## src/rtl/jt900h_pkg.sv

```systemverilog
// Shared definitions for the TLCS-900H divider: default width and FSM encodings.
package jt900h_pkg;

    localparam int DIVN_W = 16;

    typedef enum logic [1:0] {
        ST_IDLE = 2'd0,
        ST_RUN  = 2'd1,
        ST_FIX  = 2'd2
    } divn_state_t;

endpackage

```

## src/rtl/jt900h_div_step.sv

```systemverilog
// One combinational restoring-division step: shift in a dividend bit, subtract if it fits.
module jt900h_div_step #(
    parameter int W = 16
)(
    input  logic [W-1:0] pr,
    input  logic [W-1:0] dvs,
    input  logic         din,
    output logic [W-1:0] pr_next,
    output logic         qbit
);

    logic [W:0] sh;

    always_comb begin
        sh      = {pr, din};
        qbit    = (sh >= {1'b0, dvs});
        // The difference is below the divisor whenever qbit is set, so W bits suffice.
        pr_next = qbit ? (sh[W-1:0] - dvs) : sh[W-1:0];
    end

endmodule

```

## src/rtl/jt900h_divn.sv

```systemverilog
// Iterative restoring divider (2W/W or W/(W/2)), signed or unsigned, with overflow flag.
module jt900h_divn
    import jt900h_pkg::*;
#(
    parameter int W = DIVN_W
)(
    input  logic           clk,
    input  logic           rst,
    input  logic           cen,
    input  logic [2*W-1:0] op0,
    input  logic [W-1:0]   op1,
    input  logic           len,
    input  logic           sgn,
    input  logic           start,
    output logic [W-1:0]   quot,
    output logic [W-1:0]   rem,
    output logic           busy,
    output logic           done,
    output logic           v
);

    localparam int HW = W / 2;
    localparam int CW = $clog2(W + 1);
    localparam logic [W-1:0] LIM_FULL = {1'b0, {(W-1){1'b1}}};
    localparam logic [W-1:0] LIM_HALF = {{(HW+1){1'b0}}, {(HW-1){1'b1}}};

    divn_state_t   state_q, state_d;
    logic [CW-1:0] cnt_q, cnt_d;
    logic [W-1:0]  pr_q, pr_d;
    logic [W-1:0]  lo_q, lo_d;
    logic [W-1:0]  raw_q, raw_d;
    logic          len_q, len_d, sgn_q, sgn_d;
    logic          dvd_neg_q, dvd_neg_d, dvs_neg_q, dvs_neg_d;
    logic          ovf_q, ovf_d;
    logic [W-1:0]  dvs_q, dvs_d;
    logic [W-1:0]  quot_q, quot_d, rem_q, rem_d;
    logic          v_q, v_d, done_q, done_d;

    logic [W-1:0]   step_pr;
    logic           step_qbit;
    logic           in_dvd_neg, in_dvs_neg;
    logic [2*W-1:0] in_dvd_mag;
    logic [W-1:0]   in_dvs_mag, in_hi, in_lo, in_half_dvd;
    logic [HW-1:0]  in_half_dvs;
    logic           q_neg, rng_ovf;
    logic [W-1:0]   lim_pos, lim_neg, q_fix, r_fix;
    logic [HW-1:0]  q_half, r_half;

    jt900h_div_step #(.W(W)) u_step (
        .pr      (pr_q),
        .dvs     (dvs_q),
        .din     (lo_q[W-1]),
        .pr_next (step_pr),
        .qbit    (step_qbit)
    );

    // Operand magnitudes and the early range check, evaluated on the start cycle.
    always_comb begin
        in_dvd_neg  = sgn & (len ? op0[2*W-1] : op0[W-1]);
        in_dvs_neg  = sgn & (len ? op1[W-1] : op1[HW-1]);
        in_half_dvd = in_dvd_neg ? -op0[W-1:0] : op0[W-1:0];
        in_half_dvs = in_dvs_neg ? -op1[HW-1:0] : op1[HW-1:0];
        if (len) begin
            in_dvd_mag = in_dvd_neg ? -op0 : op0;
            in_dvs_mag = in_dvs_neg ? -op1 : op1;
            in_hi      = in_dvd_mag[2*W-1:W];
            in_lo      = in_dvd_mag[W-1:0];
        end else begin
            in_dvd_mag = {{W{1'b0}}, in_half_dvd};
            in_dvs_mag = {{HW{1'b0}}, in_half_dvs};
            in_hi      = {{HW{1'b0}}, in_dvd_mag[W-1:HW]};
            in_lo      = {in_dvd_mag[HW-1:0], {HW{1'b0}}};
        end
    end

    // Sign application and final range check for the FIX cycle.
    always_comb begin
        q_neg   = dvd_neg_q ^ dvs_neg_q;
        lim_pos = len_q ? LIM_FULL : LIM_HALF;
        lim_neg = lim_pos + W'(1);
        rng_ovf = sgn_q & (q_neg ? (lo_q > lim_neg) : (lo_q > lim_pos));
        q_half  = q_neg ? -lo_q[HW-1:0] : lo_q[HW-1:0];
        r_half  = dvd_neg_q ? -pr_q[HW-1:0] : pr_q[HW-1:0];
        if (len_q) begin
            q_fix = q_neg ? -lo_q : lo_q;
            r_fix = dvd_neg_q ? -pr_q : pr_q;
        end else begin
            q_fix = {{HW{1'b0}}, q_half};
            r_fix = {{HW{1'b0}}, r_half};
        end
    end

    always_comb begin
        state_d   = state_q;
        cnt_d     = cnt_q;
        pr_d      = pr_q;
        lo_d      = lo_q;
        raw_d     = raw_q;
        len_d     = len_q;
        sgn_d     = sgn_q;
        dvd_neg_d = dvd_neg_q;
        dvs_neg_d = dvs_neg_q;
        ovf_d     = ovf_q;
        dvs_d     = dvs_q;
        quot_d    = quot_q;
        rem_d     = rem_q;
        v_d       = v_q;
        done_d    = done_q;
        if (cen) begin
            done_d = 1'b0;
            case (state_q)
                ST_RUN: begin
                    pr_d  = step_pr;
                    lo_d  = {lo_q[W-2:0], step_qbit};
                    cnt_d = cnt_q - CW'(1);
                    if (cnt_q == CW'(1)) state_d = ST_FIX;
                end
                ST_FIX: begin
                    done_d  = 1'b1;
                    state_d = ST_IDLE;
                    if (ovf_q || rng_ovf) begin
                        v_d    = 1'b1;
                        quot_d = len_q ? {W{1'b1}} : {{HW{1'b0}}, {HW{1'b1}}};
                        rem_d  = raw_q;
                    end else begin
                        v_d    = 1'b0;
                        quot_d = q_fix;
                        rem_d  = r_fix;
                    end
                end
                default: ;
            endcase
            // A start in any state (re)loads the operands; a running operation is dropped.
            if (start) begin
                state_d   = ST_RUN;
                cnt_d     = len ? CW'(W) : CW'(HW);
                pr_d      = in_hi;
                lo_d      = in_lo;
                dvs_d     = in_dvs_mag;
                raw_d     = len ? op0[W-1:0] : {{HW{1'b0}}, op0[HW-1:0]};
                len_d     = len;
                sgn_d     = sgn;
                dvd_neg_d = in_dvd_neg;
                dvs_neg_d = in_dvs_neg;
                ovf_d     = (in_hi >= in_dvs_mag);
            end
        end
    end

    always_ff @(posedge clk) begin
        if (rst) begin
            state_q   <= ST_IDLE;
            cnt_q     <= '0;
            pr_q      <= '0;
            lo_q      <= '0;
            raw_q     <= '0;
            len_q     <= 1'b0;
            sgn_q     <= 1'b0;
            dvd_neg_q <= 1'b0;
            dvs_neg_q <= 1'b0;
            ovf_q     <= 1'b0;
            dvs_q     <= '0;
            quot_q    <= '0;
            rem_q     <= '0;
            v_q       <= 1'b0;
            done_q    <= 1'b0;
        end else begin
            state_q   <= state_d;
            cnt_q     <= cnt_d;
            pr_q      <= pr_d;
            lo_q      <= lo_d;
            raw_q     <= raw_d;
            len_q     <= len_d;
            sgn_q     <= sgn_d;
            dvd_neg_q <= dvd_neg_d;
            dvs_neg_q <= dvs_neg_d;
            ovf_q     <= ovf_d;
            dvs_q     <= dvs_d;
            quot_q    <= quot_d;
            rem_q     <= rem_d;
            v_q       <= v_d;
            done_q    <= done_d;
        end
    end

    assign quot = quot_q;
    assign rem  = rem_q;
    assign v    = v_q;
    assign done = done_q;
    assign busy = (state_q != ST_IDLE);

endmodule

```

## config.mk

```make
export PLATFORM = sky130hd
export DESIGN_NAME = jt900h_divn
export DESIGN_NICKNAME = d
export VERILOG_FILES = /design/src/rtl/jt900h_pkg.sv /design/src/rtl/jt900h_div_step.sv /design/src/rtl/jt900h_divn.sv
export SDC_FILE = /design/constraint.sdc
export NUM_CORES = 1
export LEC_CHECK = 0
export ABC_AREA = 1
export BUFFER_PORTS_ARGS = -buffer_cell sky130_fd_sc_hd__buf_2
export CORE_ASPECT_RATIO = 0.5
export CORE_MARGIN = 1
export CORE_UTILIZATION = 60
export CTS_CLUSTER_SIZE = 14
export DETAILED_ROUTE_END_ITERATION = 12
export PLACE_DENSITY = 0.83
export SLEW_MARGIN = 30
export SYNTH_ARGS = -nofsm -noshare
export SYNTH_HDL_FRONTEND = slang
export SYNTH_SLANG_ARGS = --single-unit
```

## constraint.sdc

```tcl
create_clock -name clk -period 4.6 [get_ports clk]
set_input_delay 0.46 -clock clk [delete_from_list [all_inputs] [get_ports clk]]
set_output_delay 0.46 -clock clk [all_outputs]
set_load 0.01 [all_outputs]
```

==> results of run 1 <==
-- power by group --
group	internal [mW]	switching, mW	leakage, nW
logic	0.366	0.727	3.81
registers	1.00	0.0722	0.898
clock network	0.392	0.438	0.151
total	1.76	1.24	4.85
-- routing by layer --
metal  vias to the layer above  GRT usage (%)  share of wire (%)
met2                       562           54.9                 41
met3                        70           8.90                 13
met5                         -              0                  0
met1                      4346           50.1                 44
met4                         0           12.6                2.9
li1                       4691              -                  -
-- cells in the mapped netlist, types with 10 or more instances --
library cell / number
clkbuf_1: 24
nor2_1: 107
nand2_1: 339
o21bai_1: 11
o31ai_1: 10
nand2_2: 11
nand3_1: 162
a21oi_1: 61
dfxtp_1: 110
nor2_2: 10
ha_1: 49
inv_2: 12
o21ai_1: 12
o21ai_0: 83
buf_2: 13
inv_1: 190
o22ai_1: 14
xor2_1: 37
nand4_1: 32
nor3_1: 16
-- final cells by class --
| class | count | area, um2 |
|---|---|---|
| clock buffers | 9 | 225 |
| flip-flops and latches | 110 | 2200 |
| inverters | 205 | 774 |
| repair buffers | 94 | 485 |
| multi-input cells | 1033 | 5580 |
| well taps | 192 | 240 |
| fillers | 1271 | 4370 |
| clock inverters | 7 | 83.8 |
-- flip-flops by register name (all words and copies together), names as in the netlist, 2 cells and up --
name	cells
rem	16
state_q	2
lo_q	16
raw_q	16
quot	16
pr_q	16
cnt_q	5
dvs_q	16
-- path summary, 6_finish.rpt --
check	endpoint	slack, ns	depth (start not counted)
worst max-delay path	ovf_q	1.40	21
worst min-delay path	raw_q[6]	0.37	3
worst max register to register	quot[7]	1.77	15
worst min register to register	raw_q[6]	0.46	2
-- per-stage QoR --
| stage | setup slack [ns] | cells | util (%) | instance area (um2) | power (mW) |
|---|---|---|---|---|---|
| floorplan | 2.12 | 1400 | - | 8830 | 1.89 |
| global placement | 1.27 | 1634 | 66.5 | 9290 | 2.12 |
| detailed placement | 1.16 | 1634 | 66.5 | 9290 | 2.15 |
| CTS | 1.52 | 1650 | 68.7 | 9590 | 2.96 |
| global route | 1.17 | 1650 | 68.7 | 9590 | 3.15 |
| finish | 1.40 | 1650 | 68.7 | 9590 | 3.00 |
-- worst reg2reg max path, stage by stage (launching register included) --
cell and delay [ns]:
dfxtp_1 0.55, inv_1 0.32, ha_1 0.41, nand2_2 0.07, inv_2 0.05, nand2_1 0.04
nor2_1 0.10, nand3b_1 0.09, nand2_1 0.07, nand2_1 0.08, nand3_4 0.21, nand2_4 0.21
inv_2 0.20, nand2_2 0.11, o21bai_1 0.17, inv_1 0.06
-- logic make-up (layout without fill, tap and decap cells) --
| kind of cell | count (synthesis) | in the layout | synth area share (%) |
|---|---|---|---|
| and+or+nand+nor | 713 | 713 | 36.2 |
| buffers and inverters | 257 | 315 | 11.9 |
| AOI/OAI and AO/OA | 224 | 224 | 15.2 |
| DFF | 110 | 110 | 24.9 |
| adders and majority gates | 50 | 50 | 7.17 |
| xor gates and xnor gates | 46 | 46 | 4.56 |
==> results.md, run 1 <==
- Final worst path period need: 3.20 ns
- Yosys top cell area share: 24.9%
- Hold Path Class: in -> reg
- Vias in the first global route: 8348
- CTS H-Tree Depth: 3
- Clock slew at reported path FFs: 0.09 ns
- RSZ-0062 raised after global routing: false
- Fmax: 0.312 GHz
- Worst Min Path Start: op0[6]
- Die area: 15200 um2
- Root buf cell: clkbuf_16
- Synth Flop Type: dfxtp_1
- Max-slew headroom at the worst pin: 36.0%
- Synthesized net count: 1504
- First-pass GRT wire length: 42900 um
- Max stage delay on crit path: 0.43 ns
- PostCTS Resize Cnt: 0
- Num ports: 89
- Initial Util: 63.3%
- GRT Residual Overflow: 0
- Critical Path Start Type: input pin
- Post-CTS setup buffer count: 0
- Synth area leader: dfxtp_1
- Die Span Y: 87.8 um
- Final #Nets: 1557
- Syn. warnings: 0
- Clk buf depth: 2
- Critical-path top delay cell: inv_2
- Antenna-violating nets left: 0
- Final hold slack: 0.374 ns
- Distinct cells, synth: 56
- Ys async rst share: 0%
- CTS tree: done
- Placer Congestion: 1.09
- CTS sink cnt: 110
- Final Skew: 0.0219 ns
- Layout cells sized above 1: 12.1%
- Initial DRC Count: 1283
- Top delay family on crit path: simple AND/OR/NAND/NOR gates
- Initial antenna violation count: 0
- Worst-margin pin slew: 0.959 ns
- Seq/Total Area, Yosys: 24.9%
- CP Data Required Time: 4.89 ns
- Worst EP arrival: 3.49 ns
- Final worst path period share: 69.6%
- Leakage: 4.85 nW
- FF+latch count, synth: 110
- Max-Cap Viols: 0
- Most common cell after layout, fill and taps aside: nand2_1
- DR vias/cell: 5.86
- TritonCTS Buffers: 9
- Worst-skew pair later-pin latency: 0.37 ns
- Antenna Cells: 0
- Row cnt: 30
- Routed length per placed instance: 16.9 um
- IO buf count: 88
- Setup TNS: 0 ns
- Hold-fix buffers, CTS: 0
- Vias: 9669
- Total track usage: 36.1%
- Syn-to-layout area delta: 8.63%
- CP most frequent cell: nand2_1
- Remaining DRCs: 0
- Final Hold Violating Endpoints: 0
- Origin of the worst setup path: len
- Number of synthesized flops with an enable pin: 0
- Largest net degree at the start of global routing: 55
- Cell Pwr Density: 313 nW/um2
- Most frequent cells in the layout: nand2_1, inv_1, nand3_1
- Crit. End Element: flip-flop
- Worst flop-to-flop path startpoint: len_q
- Post-DP HPWL: 21500 um
- Core Footprint: 14000 um2
- Post-synth design cell area: 8830 um2
- Critical path fanouts, max: 30
- Cell Chain, Critical Path: buf_2 -> nand2_1 -> o21ai_2 -> nand2_2 -> inv_2 -> nand2_1 -> xor2_1 -> inv_1 -> nand2_1 -> and2_1 -> ha_1 -> nand2_1 -> o21ai_0 -> nand3_1 -> nand2_1 -> nand2_1 -> nand2_1 -> nand2_1 -> nand2_1 -> nand2_1 -> a21oi_1
- Synth area leaders: dfxtp_1, nand2_1, nand3_1, inv_1, ha_1
- Gate Count Post-Synth: 1400
- Post-Syn Area per Cell: 6.31 um2
- Die Wd: 174 um
- Setup CP Type: in -> reg
- CP bufs+invs: 3
- Status: complete, no violations
- Drt first pass iters: 6
- Final setup viols: 0
- Final Max Tran Viols: 0
- VDD IR max: 0.220 mV
- Final wirelength: 27900 um
No activity file was read; power rests on OpenSTA's default activity.
==> run 2: changes to the inputs <==
==> constraint.sdc (replaced) <==
create_clock -name clk -period 3.3 [get_ports clk]
set_input_delay 0.33 -clock clk [delete_from_list [all_inputs] [get_ports clk]]
set_output_delay 0.33 -clock clk [all_outputs]
set_load 0.01 [all_outputs]
==> run 2 against run 1 <==
  * Sequential power is 38% higher
  * Combinational power is 44% higher
  * Cell area is 1.2% higher
  * Count of clock-buffer cells in the layout stayed put
  * Via count is 0.53% higher
  * Clock skew is 0.0093 ns lower
  * Sequential cell count stayed put
  * Non-clock buffer count is 13 higher
  * Sequential share of layout area is 0.27 points lower
  * Critical endpoint is now quot[7]
  * Largest cell class unchanged
  * Largest power group unchanged
==> results.md, run 2 (synthesis gave the netlist of run 1 again) <==
- Status: complete, no violations
- Post-DP HPWL: 22600 um
- Final #Nets: 1570
- Syn-to-layout area delta: 9.90%
- CTS tree: done
- Cell Pwr Density: 434 nW/um2
- P_sw: 1.74 mW
- DR vias/cell: 5.84
- CTS sink cnt: 110
- Final worst path period need: 2.94 ns
- Worst-margin pin slew: 1.08 ns
- Row cnt: 30
- Worst EP arrival: 3.20 ns
- Max-Cap Viols: 0
- Fmax: 0.340 GHz
- Final Hold Violating Endpoints: 0
- Most frequent cells in the layout: nand2_1, inv_1, nand3_1
- Core Footprint: 14000 um2
- Routed length per placed instance: 17.3 um
- Filler cell count in the final layout: 1284
- Setup TNS: 0 ns
- Cell Chain, Critical Path: inv_1 -> ha_1 -> nand2_1 -> inv_1 -> a21oi_1 -> nand3_1 -> nand2_1 -> nand2_1 -> nand3_4 -> nand2_4 -> inv_2 -> nand2_2 -> o21bai_1 -> inv_1
- Num ports: 89
- Crit. End Element: flip-flop
- Hold-fix buffers, CTS: 0
- Antenna-violating nets left: 0
- Die Span Y: 87.8 um
- Initial antenna violation count: 0
- Antenna Cells: 0
- Power, Total: 4.21 mW
- P_int: 2.48 mW
- Final worst path period share: 89.1%
- GRT Residual Overflow: 0
- First-pass GRT wire length: 44300 um
- Critical-path top delay cell: dfxtp_1
- Sw Share: 41.2%
- Max stage delay on crit path: 0.56 ns
- Initial Util: 63.3%
- Remaining DRCs: 0
- Die Wd: 174 um
- Critical Path Start Type: flip-flop
- Max-slew headroom at the worst pin: 28.2%
- Total track usage: 37.6%
- Initial DRC Count: 1206
- RSZ-0062 raised after global routing: false
- Final wirelength: 28800 um
- IO buf count: 88
- Final Max Tran Viols: 0
- Fin worst setup slack: 0.360 ns
- Clk buf depth: 2
- Most common cell after layout, fill and taps aside: nand2_1
- Layout cells sized above 1: 12.9%
- PostCTS Resize Cnt: 0
- Flop pwr share: 35.3%
- Top delay family on crit path: simple AND/OR/NAND/NOR gates
- Vias in the first global route: 8343
- Clock slew at reported path FFs: 0.08 ns
- Largest net degree at the start of global routing: 48
- CP Data Required Time: 3.56 ns
- Post-CTS setup buffer count: 0
- Placer Congestion: 1.04
- TritonCTS Buffers: 9
- Die area: 15200 um2
- CTS H-Tree Depth: 3
- Combinational share of power: 37.2%
- Setup CP Type: reg -> reg
- Critical path fanouts, max: 22
- Clock power frac: 27.5%
- CP bufs+invs: 4
- Leakage: 4.92 nW
- Pre-CTS setup slack: 0.356 ns
- Hold Path Class: in -> reg
- Root buf cell: clkbuf_16
- VDD IR max: 0.287 mV
- Worst-skew pair later-pin latency: 0.37 ns
- Final Skew: 0.0126 ns
- Vias: 9720
- Drt first pass iters: 7
- Final setup viols: 0
==> run 2: cell count changes in the layout (fill, tap and decap cells not counted) <==
cell / before / now
buf_12: 0 / 1
buf_4: 6 / 18
clkinv_4: 2 / 1
inv_12: 0 / 1
inv_6: 1 / 3
inv_8: 3 / 1
==> run 2: power groups by stage <==
stage | registers (mW) | logic, mW | clock network, mW
4_1_cts | 1.48 | 1.52 | 1.15
3_3_place_gp | 1.51 | 1.48 | 0
6_report | 1.49 | 1.57 | 1.16
5_1_grt | 1.50 | 1.73 | 1.20
2_1_floorplan | 1.49 | 1.15 | 0
3_5_place_dp | 1.51 | 1.51 | 0
==> run 2: area by class of cell <==
type,count,area [um2],area share (%)
multi-input cells,1033,5580,57.5
flip-flops and latches,110,2200,22.7
inverters,205,774,7.98
clock buffers,9,225,2.32
well taps,192,240,2.47
clock inverters,7,86.3,0.889
repair buffers,107,596,6.14
==> run 2: worst register-to-register path, cell delays in order (launching register included) <==
cell and delay (ns):
dfxtp_1 0.56, inv_1 0.34, ha_1 0.39, nand2_1 0.10, inv_1 0.04, a21oi_1 0.19, nand3_1 0.11, nand2_1 0.08
nand2_1 0.09, nand3_4 0.17, nand2_4 0.20, inv_2 0.21, nand2_2 0.12, o21bai_1 0.18, inv_1 0.05
==> run 2: final timing paths <==
path,start,end,slack [ns],cells past startpoint
max,len_q,quot[7],0.36,14
min,op0[5],raw_q[5],0.25,3
max reg2reg,len_q,quot[7],0.36,14
min reg2reg,raw_q[5],raw_q[5],0.46,2
==> run 2: per-stage QoR <==
| step | util, % | instance area, um2 | instances | hold slack (ns) |
|---|---|---|---|---|
| after detailed placement | 67.3 | 9400 | 1647 | 0.444 |
| after CTS | 69.5 | 9710 | 1663 | 0.253 |
| after floorplan | - | 8830 | 1400 | 0.420 |
| after global routing | 69.5 | 9710 | 1663 | 0.283 |
| final | 69.5 | 9710 | 1663 | 0.254 |
| after global placement | 67.3 | 9400 | 1647 | 0.431 |
==> run 2: layer usage <==
metal / GRT usage (%) / part of all wire (%)
met4: 11.7 / 2.8
met3: 9.77 / 12
met1: 51.6 / 44
met5: 0 / 0
met2: 58.2 / 42
